### config.mk
export PLATFORM = sky130hd
export DESIGN_NAME = dtw_result_collector
export DESIGN_NICKNAME = d
export VERILOG_FILES = /design/src/rtl/dtw_result_pkg.sv /design/src/rtl/dtw_rr_arbiter.sv /design/src/rtl/dtw_result_collector.sv
export SDC_FILE = /design/constraint.sdc
export NUM_CORES = 1
export LEC_CHECK = 0
export CAP_MARGIN = 0
export CORE_MARGIN = 3
export CORE_UTILIZATION = 49
export CTS_CLUSTER_DIAMETER = 150
export CTS_CLUSTER_SIZE = 14
export DETAILED_ROUTE_END_ITERATION = 8
export HOLD_SLACK_MARGIN = 0.12
export PLACE_DENSITY = 0.82
export SYNTH_ARGS = -nofsm -noshare
export SYNTH_HDL_FRONTEND = slang
export SYNTH_SLANG_ARGS = --single-unit
### constraint.sdc
create_clock -name clk -period 3.5 [get_ports clk]
set_input_delay 0.525 -clock clk [delete_from_list [all_inputs] [get_ports clk]]
set_output_delay 0.525 -clock clk [all_outputs]
set_load 0.03 [all_outputs]
### src/rtl/dtw_result_pkg.sv
// Shared types and constants for the DTW result collector.
package dtw_result_pkg;

    typedef enum logic [1:0] {
        IDLE   = 2'd0,
        GATHER = 2'd1,
        SEND   = 2'd2
    } state_t;

    localparam int unsigned RECORD_WORDS = 3;

    localparam int unsigned W_QID    = 0;
    localparam int unsigned W_POS    = 1;
    localparam int unsigned W_MINVAL = 2;

endpackage

### src/rtl/dtw_rr_arbiter.sv
// Combinational round-robin arbiter: first requester at or after rr_ptr wins.
module dtw_rr_arbiter #(
    parameter int unsigned NUM_CORES = 4,
    parameter int unsigned SEL_WIDTH = 4
) (
    input  logic [NUM_CORES-1:0] req,
    input  logic [SEL_WIDTH-1:0] rr_ptr,
    output logic [SEL_WIDTH-1:0] grant,
    output logic                 any_req
);

    logic [2*NUM_CORES-1:0] req_dbl;
    logic [NUM_CORES-1:0]   req_rot;

    // Rotate requests so bit 0 is rr_ptr, then take the lowest set bit.
    always_comb begin
        int unsigned idx;
        idx     = 0;
        req_dbl = {req, req};
        req_rot = NUM_CORES'(req_dbl >> rr_ptr);
        grant   = '0;
        any_req = 1'b0;
        for (int unsigned i = 0; i < NUM_CORES; i++) begin
            if (!any_req && req_rot[i]) begin
                any_req = 1'b1;
                idx     = 32'(rr_ptr) + i;
                if (idx >= NUM_CORES) begin
                    idx = idx - NUM_CORES;
                end
                grant = SEL_WIDTH'(idx);
            end
        end
    end

endmodule

### src/rtl/dtw_result_collector.sv
// Drains per-core 3-word result FIFOs round-robin onto one AXI-Stream master.
// Optional score filter enabled by defining DTW_RESULT_FILTER_EN.
module dtw_result_collector
    import dtw_result_pkg::*;
#(
    parameter int unsigned NUM_CORES  = 4,
    parameter int unsigned AXIS_WIDTH = 32,
    parameter int unsigned WIDTH      = 16,
    parameter int unsigned SEL_WIDTH  = 4
) (
    input  logic                            clk,
    input  logic                            rst_n,
    input  logic [NUM_CORES-1:0]            res_fifo_empty,
    output logic [NUM_CORES-1:0]            res_fifo_rden,
    input  logic [NUM_CORES*AXIS_WIDTH-1:0] res_fifo_data,
    input  logic [WIDTH-1:0]                score_threshold,
    output logic [AXIS_WIDTH-1:0]           m_axis_tdata,
    output logic                            m_axis_tvalid,
    input  logic                            m_axis_tready,
    output logic                            m_axis_tlast,
    output logic [1:0]                      dbg_state,
    output logic [SEL_WIDTH-1:0]            dbg_sel,
    output logic [31:0]                     dbg_nrecords,
    output logic [31:0]                     dbg_ndropped
);

    state_t                 state, state_nxt;
    logic [SEL_WIDTH-1:0]   rr_ptr, sel, grant, ptr_after_sel;
    logic                   any_req;
    logic [1:0]             widx, ridx;
    logic [AXIS_WIDTH-1:0]  rec_buf [RECORD_WORDS];
    logic [NUM_CORES-1:0]   sel_onehot;
    logic [AXIS_WIDTH-1:0]  pop_data;
    logic                   pop, last_pop, drop, beat_done, rec_done;

    dtw_rr_arbiter #(
        .NUM_CORES (NUM_CORES),
        .SEL_WIDTH (SEL_WIDTH)
    ) u_arb (
        .req     (~res_fifo_empty),
        .rr_ptr  (rr_ptr),
        .grant   (grant),
        .any_req (any_req)
    );

    // Pop only the locked core, and only while it has data; mux its word.
    always_comb begin
        sel_onehot    = NUM_CORES'(1) << sel;
        res_fifo_rden = '0;
        pop_data      = '0;
        if (state == GATHER) begin
            res_fifo_rden = sel_onehot & ~res_fifo_empty;
        end
        for (int unsigned i = 0; i < NUM_CORES; i++) begin
            if (sel_onehot[i]) begin
                pop_data = res_fifo_data[i*AXIS_WIDTH +: AXIS_WIDTH];
            end
        end
    end

    assign pop           = |res_fifo_rden;
    assign last_pop      = pop && (widx == 2'(W_MINVAL));
    assign beat_done     = m_axis_tvalid && m_axis_tready;
    assign rec_done      = (state == SEND) && beat_done && (ridx == 2'(W_MINVAL));
    assign ptr_after_sel = (32'(sel) >= NUM_CORES - 1) ? '0 : sel + SEL_WIDTH'(1);
    assign dbg_state     = 2'(state);
    assign dbg_sel       = sel;

`ifdef DTW_RESULT_FILTER_EN
    assign drop = pop_data[WIDTH-1:0] > score_threshold;
`else
    logic unused_threshold;
    assign unused_threshold = ^score_threshold;
    assign drop = 1'b0;
`endif

    // State register.
    always_ff @(posedge clk or negedge rst_n) begin
        if (!rst_n) begin
            state <= IDLE;
        end else begin
            state <= state_nxt;
        end
    end

    // Next-state logic.
    always_comb begin
        state_nxt = state;
        unique case (state)
            IDLE:    if (any_req)  state_nxt = GATHER;
            GATHER:  if (last_pop) state_nxt = drop ? IDLE : SEND;
            SEND:    if (rec_done) state_nxt = IDLE;
            default: state_nxt = IDLE;
        endcase
    end

    // Grant, record capture, beat sequencing and counters.
    always_ff @(posedge clk or negedge rst_n) begin
        if (!rst_n) begin
            rr_ptr        <= '0;
            sel           <= '0;
            widx          <= '0;
            ridx          <= '0;
            m_axis_tvalid <= 1'b0;
            m_axis_tlast  <= 1'b0;
            m_axis_tdata  <= '0;
            dbg_nrecords  <= '0;
            dbg_ndropped  <= '0;
            for (int unsigned i = 0; i < RECORD_WORDS; i++) begin
                rec_buf[i] <= '0;
            end
        end else begin
            unique case (state)
                IDLE: begin
                    if (any_req) begin
                        sel  <= grant;
                        widx <= '0;
                    end
                end
                GATHER: begin
                    if (pop) begin
                        rec_buf[widx] <= pop_data;
                        widx          <= widx + 2'd1;
                    end
                    if (last_pop) begin
                        widx <= '0;
                        if (drop) begin
                            rr_ptr       <= ptr_after_sel;
                            dbg_ndropped <= dbg_ndropped + 32'd1;
                        end else begin
                            ridx          <= '0;
                            m_axis_tvalid <= 1'b1;
                            m_axis_tlast  <= 1'b0;
                            m_axis_tdata  <= rec_buf[W_QID];
                        end
                    end
                end
                SEND: begin
                    if (beat_done) begin
                        if (ridx == 2'(W_MINVAL)) begin
                            m_axis_tvalid <= 1'b0;
                            m_axis_tlast  <= 1'b0;
                            rr_ptr        <= ptr_after_sel;
                            dbg_nrecords  <= dbg_nrecords + 32'd1;
                        end else begin
                            ridx         <= ridx + 2'd1;
                            m_axis_tlast <= (ridx == 2'(W_POS));
                            m_axis_tdata <= (ridx == 2'(W_QID)) ? rec_buf[W_POS] : rec_buf[W_MINVAL];
                        end
                    end
                end
                default: ;
            endcase
        end
    end

endmodule

==> results of run 1 <==
==> Yosys cell counts, types with 8 or more instances <==
cell      instances
a22oi_1          46
a31oi_1          42
buf_2            13
buf_4            35
clkbuf_1         31
dfrtp_1         176
ha_1             17
inv_1            17
mux2_2          107
mux2i_1          38
nand2_1          90
nand3_1          12
nand4_1           8
nor2_1           63
o21ai_0          45
xnor2_1          23
xor2_1           13
==> cells by family (layout without fill, tap and decap cells) <==
logic type | count (synthesis) | count (layout)
adder cells (fa/ha/maj) | 17 | 17
AND/OR/NAND/NOR | 216 | 216
flip-flops | 176 | 176
other | 1 | 32
buffers and inverters | 99 | 274
multiplexers | 147 | 147
XOR/XNOR | 36 | 36
AO/OA/AOI/OAI | 162 | 162
==> metal layers <==
layer  wire, um  part of all wire (%)  track usage [%]  up-vias
met5         13                 0.057                0        -
met4        531                   2.3             6.85        2
met3       1420                   6.2             6.46       35
met1       9650                    42             26.8     3497
li1           -                     -                -     3376
met2      11200                    49             37.7      224
==> stage by stage <==
stage                     setup slack, ps  cell area (sq um)  std cells  hold WS [ps]
after detailed placement              529              11400       1256           473
after global placement                548              11400       1256           461
after floorplan                       593               9270        885           229
after global routing                  201              12000       1289           504
after CTS                             297              12000       1289           482
final                                 326              12000       1289           478
==> timing repair <==
action,CTS,global route
hold endpoints to repair,47,0
hold buffers,1,0
gates resized for setup,0,0
setup buffers,0,0
==> power by group through the flow <==
| stage | Combinational, W | Sequential (W) | Clock (W) |
|---|---|---|---|
| floorplan | 0.00249 | 0.00365 | 0 |
| global placement | 0.00406 | 0.00334 | 0 |
| detailed placement | 0.00417 | 0.00339 | 0 |
| CTS | 0.00420 | 0.00336 | 0.00186 |
| global route | 0.00453 | 0.00345 | 0.00196 |
| finish | 0.00416 | 0.00336 | 0.00183 |
==> sequential cells by signal, summed over array words and instances (netlist names) <==
register       flops
rec_buf           96
dbg_nrecords      32
m_axis_tdata      32
dbg_sel            4
rr_ptr             4
dbg_state          2
ridx               2
widx               2
m_axis_tlast       1
m_axis_tvalid      1
==> path summary, 6_finish.rpt <==
path                                   from                to  slack, ps  cells after the start
min reg2reg                dbg_nrecords[31]  dbg_nrecords[31]        480                      1
max                              dbg_sel[0]  res_fifo_rden[2]        330                      5
min in group asynchronous             rst_n   dbg_nrecords[9]        610                      2
max in group asynchronous             rst_n        rec_buf[5]       1950                      3
min                        dbg_nrecords[31]  dbg_nrecords[31]        480                      1
max reg2reg                       rr_ptr[0]        dbg_sel[0]        880                      5
==> worst max-delay path: cells and delay by family (launching register included) <==
| family | cells | cell delay [ps] |
|---|---|---|
| buffers and inverters | 2 | 1130 |
| and+or+nand+nor | 3 | 560 |
| DFF | 1 | 520 |
==> final cells by class <==
type                            count  area share (%)
Sequential cell                   176            36.8
Inverter                           17           0.533
Tap cell                          229            2.39
Multi-Input combinational cell    610            36.7
Timing Repair Buffer              225            18.8
Clock buffer                       18            3.67
Clock inverter                     14            1.09
==> impl_metrics.ini, run 1 <==
[run_status]
status = completed

[worst_setup_path]
start_kind = flip-flop
endpoint_kind = primary output
cp_cell_sequence = nor4b_4 > buf_4 > nand2_1 > nor2_1 > clkdlybuf4s50_1
cp.required_ps = 2970
slowest_stage = clkdlybuf4s50_1
path_max_fanout = 33
arrival_ps = 2650
crit_type = flip-flop to primary output
cp_slowest_stage_delay_ps = 680

[clock_tree]
clk_latency_ps = 420
tritoncts = yes
cts_made_buffers = 17
cts.clk_slew.worst_paths_ps = 70
cts_buffer_depth = 2
htreeDepth = 4
clock-sinks = 176
clockRootBuffer = clkbuf_16

[timing]
fmax_mhz = 315
totalNegativeSetupSlack_ps = 0
worst-slew-pin-transition_ps = 704
setup_viol = 0
rsz0062_at_grt = no
fin_crit_ps = 3170
clock_skew_ps = 8.81
drv_slew = 0
hold_viol = 0
max_slew_margin_pct = 53.1
layout_worst_path_cycle_share_pct = 90.7

[grt]
grt_pass1_wl_um = 35600
overflow = 0
grt_pass1_vias = 7052
track_usage_pct = 22.0
grt_antenna_before_repair = 1
grt_max_degree = 85

[detailed_routing]
via_per_inst = 5.53
wl_per_cell_um = 17.7
ant_nets = 0
dr.pass1.iters = 5
totalWireLength_um = 22800
drt-initial-drc-count = 393
drc = 0
vias = 7134

[die]
pin_count = 259
num_rows = 49
die_h_um = 143
die_area_sq_um = 20400
core_sq_um = 18100
initial_core_util_pct = 50.5
die_x_um = 143

[synthesis]
synthFlopType = dfrtp_1
synthCells = 854
synth-edff-count = 0
synthAdderAreaFrac_pct = 2.32
synth_cell_types = 56
muxShareOfSynthArea_pct = 17.6
syn_area_sq_um = 9160
synthTopCellsByArea = dfrtp_1 (48%), mux2_2 (13%), mux2i_1 (4.2%)
synth_top_family_by_area = multiplexers
ys_ff_latch = 176
yosysTopAreaCellShare_pct = 48.1
seq_area_frac_synth_pct = 48.1
synth-xor-area-share_pct = 3.44
synth_compound_area_share_pct = 11.7
async_reset_ff_share_pct = 100
ys_warn_count = 0
syn_avg_cell_area_sq_um = 10.7
synth_top_cell_by_area = dfrtp_1
synth-simple-area-share_pct = 11.2

[final_layout]
fillCellCount = 1461
multi_input_area_sq_um = 4390
area_delta_synth_final_pct = 30.7
final_nets = 1215
drive_above_1_share_pct = 15.9
seq_area_sq_um = 4400
n_antenna_cell = 0
final_cell_mix = clkdlybuf4s50_1 (209), dfrtp_1 (176), mux2_2 (107)
final_util_pct = 66.0
mostFrequentLayoutCell = clkdlybuf4s50_1

[power_and_ir_drop]
p_clk_share_pct = 19.6
intPower_w = 0.00577
switchingPower_w = 0.00358
pwr-share-comb_pct = 44.5
p_seq_share_pct = 35.9
vdd_drop_max_v = 0.000374
pwr_density_cell_nw_per_um2 = 782
switching_share_pct = 38.3
p_total_w = 0.00936
p_leak_nw = 5.25

[placement]
portBuffers = 210
hpwl_um = 15600
gp_congestion = 0.842

[run]
max_cap_violations = 0

[hold_path]
hold_class = flip-flop to flip-flop
(Power assumes the default switching activity.)
==> inputs of run 2 (changes only) <==
- CORE_UTILIZATION: 49 -> 35
- PLACE_DENSITY: 0.82 -> unset
==> impl_metrics.ini, run 2 (synthesis results as in run 1) <==
[detailed_routing]
via_per_inst = 5.00
drt-initial-drc-count = 384
vias = 6979
dr.pass1.iters = 5
wl_met2_um = 11100
wl_per_cell_um = 16.7
wl_met1_um = 10700
routed.top_layer = met5
ant_nets = 0
wl_met3_um = 1200
drc = 0
totalWireLength_um = 23300

[timing]
max_slew_margin_pct = 35.6
rsz0062_at_grt = no
worst-slew-pin-transition_ps = 965
hold_viol = 0
fmax_mhz = 316
setup_viol = 0
totalNegativeSetupSlack_ps = 0
timing.final.ws_setup_ps = 333
layout_worst_path_cycle_share_pct = 90.5
fin_crit_ps = 3170
drv_slew = 0
clock_skew_ps = 12.5

[clock_tree]
htreeDepth = 4
tritoncts = yes
clock-sinks = 176
cts_buffer_depth = 2
clk_latency_ps = 430
clockRootBuffer = clkbuf_16
cts_made_buffers = 17
cts.clk_slew.worst_paths_ps = 70

[grt]
grt_pass1_vias = 6812
grt_pass1_wl_um = 36900
overflow = 0
track_usage_pct = 16.3
grt_max_degree = 68
grt_antenna_before_repair = 1

[worst_setup_path]
path_max_fanout = 33
arrival_ps = 2640
endpoint_kind = primary output
crit_type = flip-flop to primary output
rr_startpoint = dbg_sel[0]
start_kind = flip-flop
r2r-end = rec_buf[52]
timing.reg2reg.setup_slack_ps = 470
cp.required_ps = 2970
crit_path_start = dbg_sel[0]
ff2ff_path_depth = 6

[final_layout]
top_regs = rec_buf: 96 flops, dbg_nrecords: 32 flops, m_axis_tdata: 32 flops
final_cell_mix = clkdlybuf4s50_1 (209), dfrtp_1 (176), mux2_2 (107)
largest_register_ffs = 96
final_util_pct = 47.7
final_cells = 1397
regMostFlops = rec_buf
fillCellCount = 2385
drive_above_1_share_pct = 16.4
n_antenna_cell = 0
design_area_sq_um = 12200
mostFrequentLayoutCell = clkdlybuf4s50_1
final_nets = 1223
area_delta_synth_final_pct = 32.7

[placement]
dp.cells = 1365
placed_area_sq_um = 11600
gp_congestion = 0.808
preCtsSetupSlack_ps = 190
hpwl_um = 16200
portBuffers = 210

[die]
die_h_um = 168
initial_core_util_pct = 36.0
core_sq_um = 25500
pin_count = 259
num_rows = 58
die_x_um = 168
die_area_sq_um = 28100

[run_status]
status = completed

[hold_path]
hold_depth = 1
hold_start = dbg_nrecords[31]
hold_end = dbg_nrecords[31]
hold_class = flip-flop to flip-flop

[run]
max_cap_violations = 0

[power_and_ir_drop]
vdd_drop_max_v = 0.000291
p_leak_nw = 5.29
pwr_density_cell_nw_per_um2 = 770
## run 2: changes by cell type in the layout (fill, tap and decap cells not counted)
cell,previous run,this run
inv_8,1,2
inv_6,4,5
clkinv_2,4,2
clkinv_4,3,1
buf_4,11,19
clkbuf_1,0,1
## run 2: how the worst max path moves through the flow
stage / to / slack (ps) / cells past startpoint
CTS: res_fifo_rden[2] / 280 / 5
floorplan: res_fifo_rden[0] / 590 / 4
global route: res_fifo_rden[2] / 150 / 5
global placement: rec_buf[46] / 210 / 7
finish: res_fifo_rden[2] / 330 / 5
detailed placement: rec_buf[51] / 190 / 7
## run 2: metrics by stage
step | hold WS (ps) | total power (W)
2_1_floorplan | 229 | 0.00613
3_3_place_gp | 463 | 0.00754
3_5_place_dp | 470 | 0.00760
4_1_cts | 480 | 0.00950
5_1_grt | 515 | 0.0100
6_report | 475 | 0.00936
## run 2: metal layers
layer / GRT usage [%] / vias up
met5: 0 / -
met4: 4.02 / 2
met3: 4.01 / 22
met2: 26.9 / 192
met1: 21.7 / 3376
li1: - / 3387
## run 2: cell type report
class / instances / area, sq um / share of cell area, %
clock inverter: 12 / 123 / 1.01
multi-input combinational: 610 / 4390 / 36.1
tap: 330 / 413 / 3.40
clock buffer: 19 / 443 / 3.64
inverter: 17 / 63.8 / 0.525
sequential: 176 / 4400 / 36.2
timing repair buffer: 233 / 2320 / 19.1
## run 2: repair_timing
action                    CTS  global route
gates resized for setup     0             0
hold endpoints to repair   20             0
setup buffers               0             0
hold buffers                1             0
## run 2: power by group
group / switching [W] / internal, W
logic: 0.00221 / 0.00196
clock network: 0.000840 / 0.00102
registers: 0.000510 / 0.00282
## run 2: worst max-delay path, stage by stage (launching register included)
cell and delay, ps:
dfrtp_1 520, nor4b_4 360, buf_4 440, nand2_1 100, nor2_1 110, clkdlybuf4s50_1 680
